**src/rtl/multicycle_control_if.sv**
```systemverilog
// Controller-to-datapath bundle: the opcode and memory ready flag coming in, plus every
// mux select, write strobe and status flag going out.
interface multicycle_control_if;
  logic [5:0] instr_op;
  logic       mem_ready;
  logic       pc_write;
  logic       pc_write_cond;
  logic [1:0] pc_source;
  logic       iord;
  logic       mem_read;
  logic       mem_write;
  logic       ir_write;
  logic       reg_dst;
  logic       mem_to_reg;
  logic       reg_write;
  logic       alu_src_a;
  logic [1:0] alu_src_b;
  logic [1:0] alu_op;
  logic [3:0] state;
  logic       instr_done;
  logic       illegal_op;

  modport master (
    input  instr_op, mem_ready,
    output pc_write, pc_write_cond, pc_source, iord, mem_read, mem_write, ir_write,
           reg_dst, mem_to_reg, reg_write, alu_src_a, alu_src_b, alu_op, state,
           instr_done, illegal_op
  );

  modport slave (
    output instr_op, mem_ready,
    input  pc_write, pc_write_cond, pc_source, iord, mem_read, mem_write, ir_write,
           reg_dst, mem_to_reg, reg_write, alu_src_a, alu_src_b, alu_op, state,
           instr_done, illegal_op
  );
endinterface

```
**src/rtl/multicycle_control.sv**
```systemverilog
// Multicycle MIPS control FSM: 3-5 cycles per instruction, extended one cycle per mem_ready=0
// in FETCH/MEM_RD/MEM_WR. Outputs decode the state register, gated to zero while rst is high.
module multicycle_control (
  input  logic                 clk,
  input  logic                 rst,
  multicycle_control_if.master bus
);
  typedef enum logic [3:0] {
    FETCH     = 4'd0,
    DECODE    = 4'd1,
    MEM_ADDR  = 4'd2,
    MEM_RD    = 4'd3,
    MEM_WB    = 4'd4,
    MEM_WR    = 4'd5,
    R_EXEC    = 4'd6,
    R_WB      = 4'd7,
    BEQ       = 4'd8,
    JUMP      = 4'd9,
    ADDI_EXEC = 4'd10,
    ADDI_WB   = 4'd11,
    ILLEGAL   = 4'd12
  } state_e;

  localparam logic [5:0] OP_R    = 6'b000000;
  localparam logic [5:0] OP_LW   = 6'b100011;
  localparam logic [5:0] OP_SW   = 6'b101011;
  localparam logic [5:0] OP_BEQ  = 6'b000100;
  localparam logic [5:0] OP_J    = 6'b000010;
  localparam logic [5:0] OP_ADDI = 6'b001000;

  state_e state_q, state_d;

  logic       pc_write, pc_write_cond, iord, mem_read, mem_write, ir_write;
  logic       reg_dst, mem_to_reg, reg_write, alu_src_a, instr_done, illegal_op;
  logic [1:0] pc_source, alu_src_b, alu_op;

  always_ff @(posedge clk) begin
    if (rst) begin
      state_q <= FETCH;
    end else begin
      state_q <= state_d;
    end
  end

  always_comb begin
    state_d       = state_q;
    pc_write      = 1'b0;
    pc_write_cond = 1'b0;
    pc_source     = 2'b00;
    iord          = 1'b0;
    mem_read      = 1'b0;
    mem_write     = 1'b0;
    ir_write      = 1'b0;
    reg_dst       = 1'b0;
    mem_to_reg    = 1'b0;
    reg_write     = 1'b0;
    alu_src_a     = 1'b0;
    alu_src_b     = 2'b00;
    alu_op        = 2'b00;
    instr_done    = 1'b0;
    illegal_op    = 1'b0;

    case (state_q)
      FETCH: begin
        mem_read  = 1'b1;
        alu_src_b = 2'b01;
        ir_write  = bus.mem_ready;
        pc_write  = bus.mem_ready;
        if (bus.mem_ready) state_d = DECODE;
      end
      DECODE: begin
        // Branch target is computed here so BEQ only needs the compare.
        alu_src_b = 2'b11;
        case (bus.instr_op)
          OP_R:         state_d = R_EXEC;
          OP_LW, OP_SW: state_d = MEM_ADDR;
          OP_BEQ:       state_d = BEQ;
          OP_J:         state_d = JUMP;
          OP_ADDI:      state_d = ADDI_EXEC;
          default:      state_d = ILLEGAL;
        endcase
      end
      MEM_ADDR: begin
        alu_src_a = 1'b1;
        alu_src_b = 2'b10;
        state_d   = (bus.instr_op == OP_LW) ? MEM_RD : MEM_WR;
      end
      MEM_RD: begin
        mem_read = 1'b1;
        iord     = 1'b1;
        if (bus.mem_ready) state_d = MEM_WB;
      end
      MEM_WB: begin
        mem_to_reg = 1'b1;
        reg_write  = 1'b1;
        instr_done = 1'b1;
        state_d    = FETCH;
      end
      MEM_WR: begin
        mem_write  = 1'b1;
        iord       = 1'b1;
        instr_done = bus.mem_ready;
        if (bus.mem_ready) state_d = FETCH;
      end
      R_EXEC: begin
        alu_src_a = 1'b1;
        alu_op    = 2'b10;
        state_d   = R_WB;
      end
      R_WB: begin
        reg_dst    = 1'b1;
        reg_write  = 1'b1;
        instr_done = 1'b1;
        state_d    = FETCH;
      end
      BEQ: begin
        alu_src_a     = 1'b1;
        alu_op        = 2'b01;
        pc_write_cond = 1'b1;
        pc_source     = 2'b01;
        instr_done    = 1'b1;
        state_d       = FETCH;
      end
      JUMP: begin
        pc_write   = 1'b1;
        pc_source  = 2'b10;
        instr_done = 1'b1;
        state_d    = FETCH;
      end
      ADDI_EXEC: begin
        alu_src_a = 1'b1;
        alu_src_b = 2'b10;
        state_d   = ADDI_WB;
      end
      ADDI_WB: begin
        reg_write  = 1'b1;
        instr_done = 1'b1;
        state_d    = FETCH;
      end
      ILLEGAL: begin
        // PC was already advanced in FETCH, so returning skips the instruction.
        illegal_op = 1'b1;
        state_d    = FETCH;
      end
      default: state_d = FETCH;
    endcase
  end

  // Reset overrides every output so no strobe escapes in the reset cycle.
  assign bus.pc_write      = ~rst & pc_write;
  assign bus.pc_write_cond = ~rst & pc_write_cond;
  assign bus.pc_source     = rst ? 2'b00 : pc_source;
  assign bus.iord          = ~rst & iord;
  assign bus.mem_read      = ~rst & mem_read;
  assign bus.mem_write     = ~rst & mem_write;
  assign bus.ir_write      = ~rst & ir_write;
  assign bus.reg_dst       = ~rst & reg_dst;
  assign bus.mem_to_reg    = ~rst & mem_to_reg;
  assign bus.reg_write     = ~rst & reg_write;
  assign bus.alu_src_a     = ~rst & alu_src_a;
  assign bus.alu_src_b     = rst ? 2'b00 : alu_src_b;
  assign bus.alu_op        = rst ? 2'b00 : alu_op;
  assign bus.state         = rst ? 4'd0 : state_q;
  assign bus.instr_done    = ~rst & instr_done;
  assign bus.illegal_op    = ~rst & illegal_op;
endmodule

```
**src/flat_wrapper.sv**
```systemverilog
// flat-port wrapper written by rule: the top's interface ports become plain ports
module multicycle_control_flat 
  (clk, rst, bus_instr_op, bus_mem_ready, bus_pc_write, bus_pc_write_cond, bus_pc_source, bus_iord, bus_mem_read, bus_mem_write, bus_ir_write, bus_reg_dst, bus_mem_to_reg, bus_reg_write, bus_alu_src_a, bus_alu_src_b, bus_alu_op, bus_state, bus_instr_done, bus_illegal_op);
  multicycle_control_if bus_i ();
  input  logic clk;
  input  logic rst;
  input wire logic [$bits(bus_i.instr_op)-1:0] bus_instr_op;
  input wire logic [$bits(bus_i.mem_ready)-1:0] bus_mem_ready;
  output wire logic [$bits(bus_i.pc_write)-1:0] bus_pc_write;
  output wire logic [$bits(bus_i.pc_write_cond)-1:0] bus_pc_write_cond;
  output wire logic [$bits(bus_i.pc_source)-1:0] bus_pc_source;
  output wire logic [$bits(bus_i.iord)-1:0] bus_iord;
  output wire logic [$bits(bus_i.mem_read)-1:0] bus_mem_read;
  output wire logic [$bits(bus_i.mem_write)-1:0] bus_mem_write;
  output wire logic [$bits(bus_i.ir_write)-1:0] bus_ir_write;
  output wire logic [$bits(bus_i.reg_dst)-1:0] bus_reg_dst;
  output wire logic [$bits(bus_i.mem_to_reg)-1:0] bus_mem_to_reg;
  output wire logic [$bits(bus_i.reg_write)-1:0] bus_reg_write;
  output wire logic [$bits(bus_i.alu_src_a)-1:0] bus_alu_src_a;
  output wire logic [$bits(bus_i.alu_src_b)-1:0] bus_alu_src_b;
  output wire logic [$bits(bus_i.alu_op)-1:0] bus_alu_op;
  output wire logic [$bits(bus_i.state)-1:0] bus_state;
  output wire logic [$bits(bus_i.instr_done)-1:0] bus_instr_done;
  output wire logic [$bits(bus_i.illegal_op)-1:0] bus_illegal_op;
  assign bus_i.instr_op = bus_instr_op;
  assign bus_i.mem_ready = bus_mem_ready;
  assign bus_pc_write = bus_i.pc_write;
  assign bus_pc_write_cond = bus_i.pc_write_cond;
  assign bus_pc_source = bus_i.pc_source;
  assign bus_iord = bus_i.iord;
  assign bus_mem_read = bus_i.mem_read;
  assign bus_mem_write = bus_i.mem_write;
  assign bus_ir_write = bus_i.ir_write;
  assign bus_reg_dst = bus_i.reg_dst;
  assign bus_mem_to_reg = bus_i.mem_to_reg;
  assign bus_reg_write = bus_i.reg_write;
  assign bus_alu_src_a = bus_i.alu_src_a;
  assign bus_alu_src_b = bus_i.alu_src_b;
  assign bus_alu_op = bus_i.alu_op;
  assign bus_state = bus_i.state;
  assign bus_instr_done = bus_i.instr_done;
  assign bus_illegal_op = bus_i.illegal_op;
  multicycle_control u_core (.clk(clk), .rst(rst), .bus(bus_i));
endmodule
```
**config.mk**
```make
export PLATFORM = sky130hd
export DESIGN_NAME = multicycle_control_flat
export DESIGN_NICKNAME = d
export VERILOG_FILES = /design/src/rtl/multicycle_control_if.sv /design/src/rtl/multicycle_control.sv /design/src/flat_wrapper.sv
export SDC_FILE = /design/constraint.sdc
export NUM_CORES = 1
export LEC_CHECK = 0
export CAP_MARGIN = 20
export CORE_AREA = 4 4 42 44
export CTS_BUF_LIST = sky130_fd_sc_hd__clkbuf_4
export CTS_CLUSTER_SIZE = 8
export DETAILED_ROUTE_END_ITERATION = 8
export DIE_AREA = 0 0 46 48
export GPL_ROUTABILITY_DRIVEN = 0
export PLACE_DENSITY = 0.84
export SLEW_MARGIN = 10
export SYNTH_ARGS = -nofsm -noshare
export SYNTH_HDL_FRONTEND = slang
export SYNTH_SLANG_ARGS = --single-unit
```
**constraint.sdc**
```tcl
create_clock -name clk -period 2.7 [get_ports clk]
set_input_delay 0.405 -clock clk [delete_from_list [all_inputs] [get_ports clk]]
set_output_delay 0.405 -clock clk [all_outputs]
set_load 0.1 [all_outputs]
```
# Word-level counts from Yosys, hierarchy flattened
# Index checks and enable logic that the tools add are counted.
# totals
reg_bits	4
input_bits	9
out_inout_bits	22
# classes
n_eq_ne	20
muxes	25
n_bitwise	13
reduce_logical	10
# op_table
operator	n
$pmux 4 s7	1
$eq 4x4->1 const B	5
$pmux 4 s5	1
$eq 4x3->1 const B	4
$mux 4	4
$and 1x1->1	12
$eq 6x6->1 const B	2
$mux 1	10
$eq 4x2->1 const B	2
$pmux 2 s2	2
$reduce_or 2->1	4
$eq 6x2->1 const B	1
$eq 6x3->1 const B	1
$eq 6x4->1 const B	1
$logic_not 6->1	1
$mux 2	3
$ne 2x2->1 const B	3
$pmux 2 s3	1
$reduce_or 5->1	1
$eq 4x1->1 const B	1
$logic_not 4->1	1
$pmux 1 s2	2
$reduce_or 4->1	1
$mux 3	1
other kinds (3)	3

# Depth between registers and ports, before layout
# logic_depth
depth_word	4
depth_mapped	6
mapped_depth_nobuf	4

# Worst setup path after synthesis
# OpenSTA, ideal clock, no wires.
# synth_timing
path_kind	register -> output
start	reg u_core.state_q[2]
end	out bus_pc_source[0]
t_arrival_ns	4.220
path_slack_ns	-1.925
stages_incl_launch_ff	5
cell_sequence	dfxtp_1 > buf_2 > buf_2 > nor4_1 > buf_4
# synth_via
elab_chain_cells	3
word_cells_on_any_way	4
cone_classes	eq/ne: 2; mux: 2
# synth_rtl
item	line_no	text
start, declared	multicycle_control.sv:31	state_e state_q, state_d;
start signal, assigned	multicycle_control.sv:41	state_q <= state_d;
$eq 4x4->1	multicycle_control.sv:63	case (state_q)
$pmux 2 s2 (*)	multicycle_control.sv:63	
$mux 2 (*)	multicycle_control.sv:152	assign bus.pc_source = rst ? 2'b00 : pc_source;
end, declared	flat_wrapper.sv:11	output wire logic [$bits(bus_i.pc_source)-1:0] bus_pc_source;
# Mark *: on every way between the ends. The rest lies on a longest branch, timed or not.

# Worst setup path in the final report
# layout_timing
start	in rst
end	out bus_pc_write
# layout_via
elab_chain_cells	2
# layout_rtl
item	line_no	text
start, declared	flat_wrapper.sv:6	input logic rst;
$not 1->1	multicycle_control.sv:150	assign bus.pc_write = ~rst & pc_write;
$and 1x1->1	multicycle_control.sv:150	
end, declared	flat_wrapper.sv:9	output wire logic [$bits(bus_i.pc_write)-1:0] bus_pc_write;
# No other way between the ends.

==> results.json <==
{
  "grt_max_degree": 19,
  "cts_buffer_depth": 2,
  "core_um2": 1440,
  "crit_type": "primary input to output port",
  "mappedNetlistArea_um2": 582,
  "clk_pin_slew_ps": 40,
  "htree_levels": 1,
  "cts.repair.resized": 0,
  "synth_seq_cells": 4,
  "start_kind": "primary input",
  "r2r_slack_ps": 800,
  "postLayoutCoreUtil": 0.834,
  "avgSynthCellArea_um2": 6.54,
  "fin_skew_ps": 2.33,
  "syn_nets": 98,
  "worst_pin_slew_ps": 687,
  "outcome": "finished, final reports clean",
  "drc": 0,
  "clock-sinks": 4,
  "portBuffers": 30,
  "wl_um": 2050,
  "peakVddDrop_uv": 530,
  "num_vias": 784,
  "required_ps": 2300,
  "cts_tree": "done",
  "synthTopCellsByArea": "dfxtp_1, nor3_1, nand2b_1",
  "first_iter_violations": 28,
  "ant_nets": 0,
  "dr.pass1.iters": 4,
  "overflow": 0,
  "grt_pass1_vias": 732,
  "dp_hpwl_um": 1650,
  "top_regs": "u_core.state_q (4)",
  "setup_violations": 0,
  "cap_violations": 0,
  "cts_root_buf": "clkbuf_4",
  "critical_path_arrival_ps": 1950,
  "die_w_um": 46,
  "async_flop_share": 0,
  "crit_fanout": 9,
  "ios": 31,
  "regMostFlops": "u_core.state_q",
  "grt_antenna_before_repair": 0,
  "largest_reg_flops": 4,
  "synth_edf_count": 0,
  "grtUsageTotal": 0.206,
  "ys.warnings.count": 0,
  "cts_buffers": 3,
  "timing.fmax_mhz": 425,
  "start_util": 0.405,
  "rows": 14,
  "report.final.slew_viol_count": 0,
  "worst_hold_path_type": "flop to flop",
  "fin_crit_ps": 2350,
  "rsz0062_at_grt": "false",
  "area_growth_pct": 106,
  "post-place-cells": 129,
  "end_kind": "output port",
  "finalHoldViolations": 0,
  "yosys.cell_types.count": 36,
  "clk_latency_ps": 230,
  "instances_no_fill": 132,
  "syn_inst": 89,
  "postCtsHoldBufs": 0,
  "post_cts_buffers": 0,
  "synth_top_cell_area_share": 0.138,
  "die-area_um2": 2210,
  "seq_area_frac_synth": 0.138,
  "fin_crit_sh": 0.870,
  "slew_headroom": 0.541,
  "die_y_um": 48,
  "grt_pass1_wl_um": 3300,
  "fin_nets": 127,
  "powerDensity_nw_per_um2": 855,
  "antenna_cells": 0,
  "cellLeakagePower_nw": 0.444,
  "wl_per_cell_um": 15.5,
  "viasPerCell": 5.94,
  "drive_gt1_frac": 0.371,
  "ys.flop_type": "dfxtp_1",
  "yosys.area.top_type": "dfxtp_1"
}
[report_power, final]
group	switching [mW]	internal [mW]
Combinational	0.514	0.292
Clock	0.0238	0.0497
Sequential	0.0696	0.0750
[layer usage]
| layer | wire length (µm) | GRT usage |
|---|---|---|
| met2 | 1090 | 0.352 |
| met3 | 121 | 0.0376 |
| met4 | 33 | 0.125 |
| met1 | 799 | 0.238 |
| met5 | 0 | 0 |
[cell families (layout without fill, tap and decap cells)]
kind of cell               Yosys count  after routing  synth area share
AOI/OAI and AO/OA                   17             17             0.217
and+or+nand+nor                     52             52             0.488
adders and majority gates            1              1            0.0172
DFF                                  4              4             0.138
buffers and inverters               12             39            0.0946
xor gates and xnor gates             3              3            0.0452
[cell type report]
class | instances | area [µm²]
clock buffer | 3 | 22.5
fill | 84 | 239
inverter | 5 | 18.8
multi-input combinational | 73 | 528
sequential | 4 | 80.1
tap | 16 | 20.0
timing repair buffer | 31 | 528
[critical path, cell delays in order]
cell and delay (ps):
clkdlybuf4s50_1 690, nor3_1 120, and3_1 250, or2_2 310, buf_12 170
[worst paths after layout]
path	endpoint	start	cells after the start
worst max-delay path	bus_pc_write	rst	5
worst min-delay path	u_core.state_q[3]$_SDFFE_PP0P_	u_core.state_q[2]$_SDFFE_PP0P_	1
worst max register to register	u_core.state_q[2]$_SDFFE_PP0P_	u_core.state_q[1]$_SDFFE_PP0P_	4
worst min register to register	u_core.state_q[3]$_SDFFE_PP0P_	u_core.state_q[2]$_SDFFE_PP0P_	1
[metrics by stage]
stage,worst slack (ps),TNS (ps),area (µm²),hold WS [ps],total power [mW]
detailed placement,344,0,1170,825,0.953
CTS,340,0,1200,839,1.03
floorplan,-80.5,-161,663,589,0.687
finish,350,0,1200,826,1.02
global placement,399,0,1170,806,0.934
global route,205,0,1200,903,1.08
[synthesized netlist by cell type (2+ instances only)]
cell type,instances
nor2_1,10
nor3_1,9
nand2b_1,6
inv_1,5
nand2_1,5
and3_1,4
buf_2,4
dfxtp_1,4
nor4_1,4
a31oi_1,3
nand3_1,3
nor2b_1,3
or4_1,3
o22ai_1,2
or2_2,2
xor2_1,2
[placed cells by master (no fill, tap or decap), types with 2 or more instances in the layout]
cell type and instances:
dfxtp_1 4, o22ai_1 2, nand2b_1 6, or4_1 3, nor2_1 10, nand3_1 3, nor3_1 3, nor4_2 2
nand2_1 5, buf_12 22, a31oi_1 3, and3_1 3, nor3_2 6, nor4_4 2, nor2b_1 2, xor2_1 2
or2_2 2, inv_1 5, clkdlybuf4s50_1 8, clkbuf_4 3
Note: power is estimated with default switching activity, not from simulation.
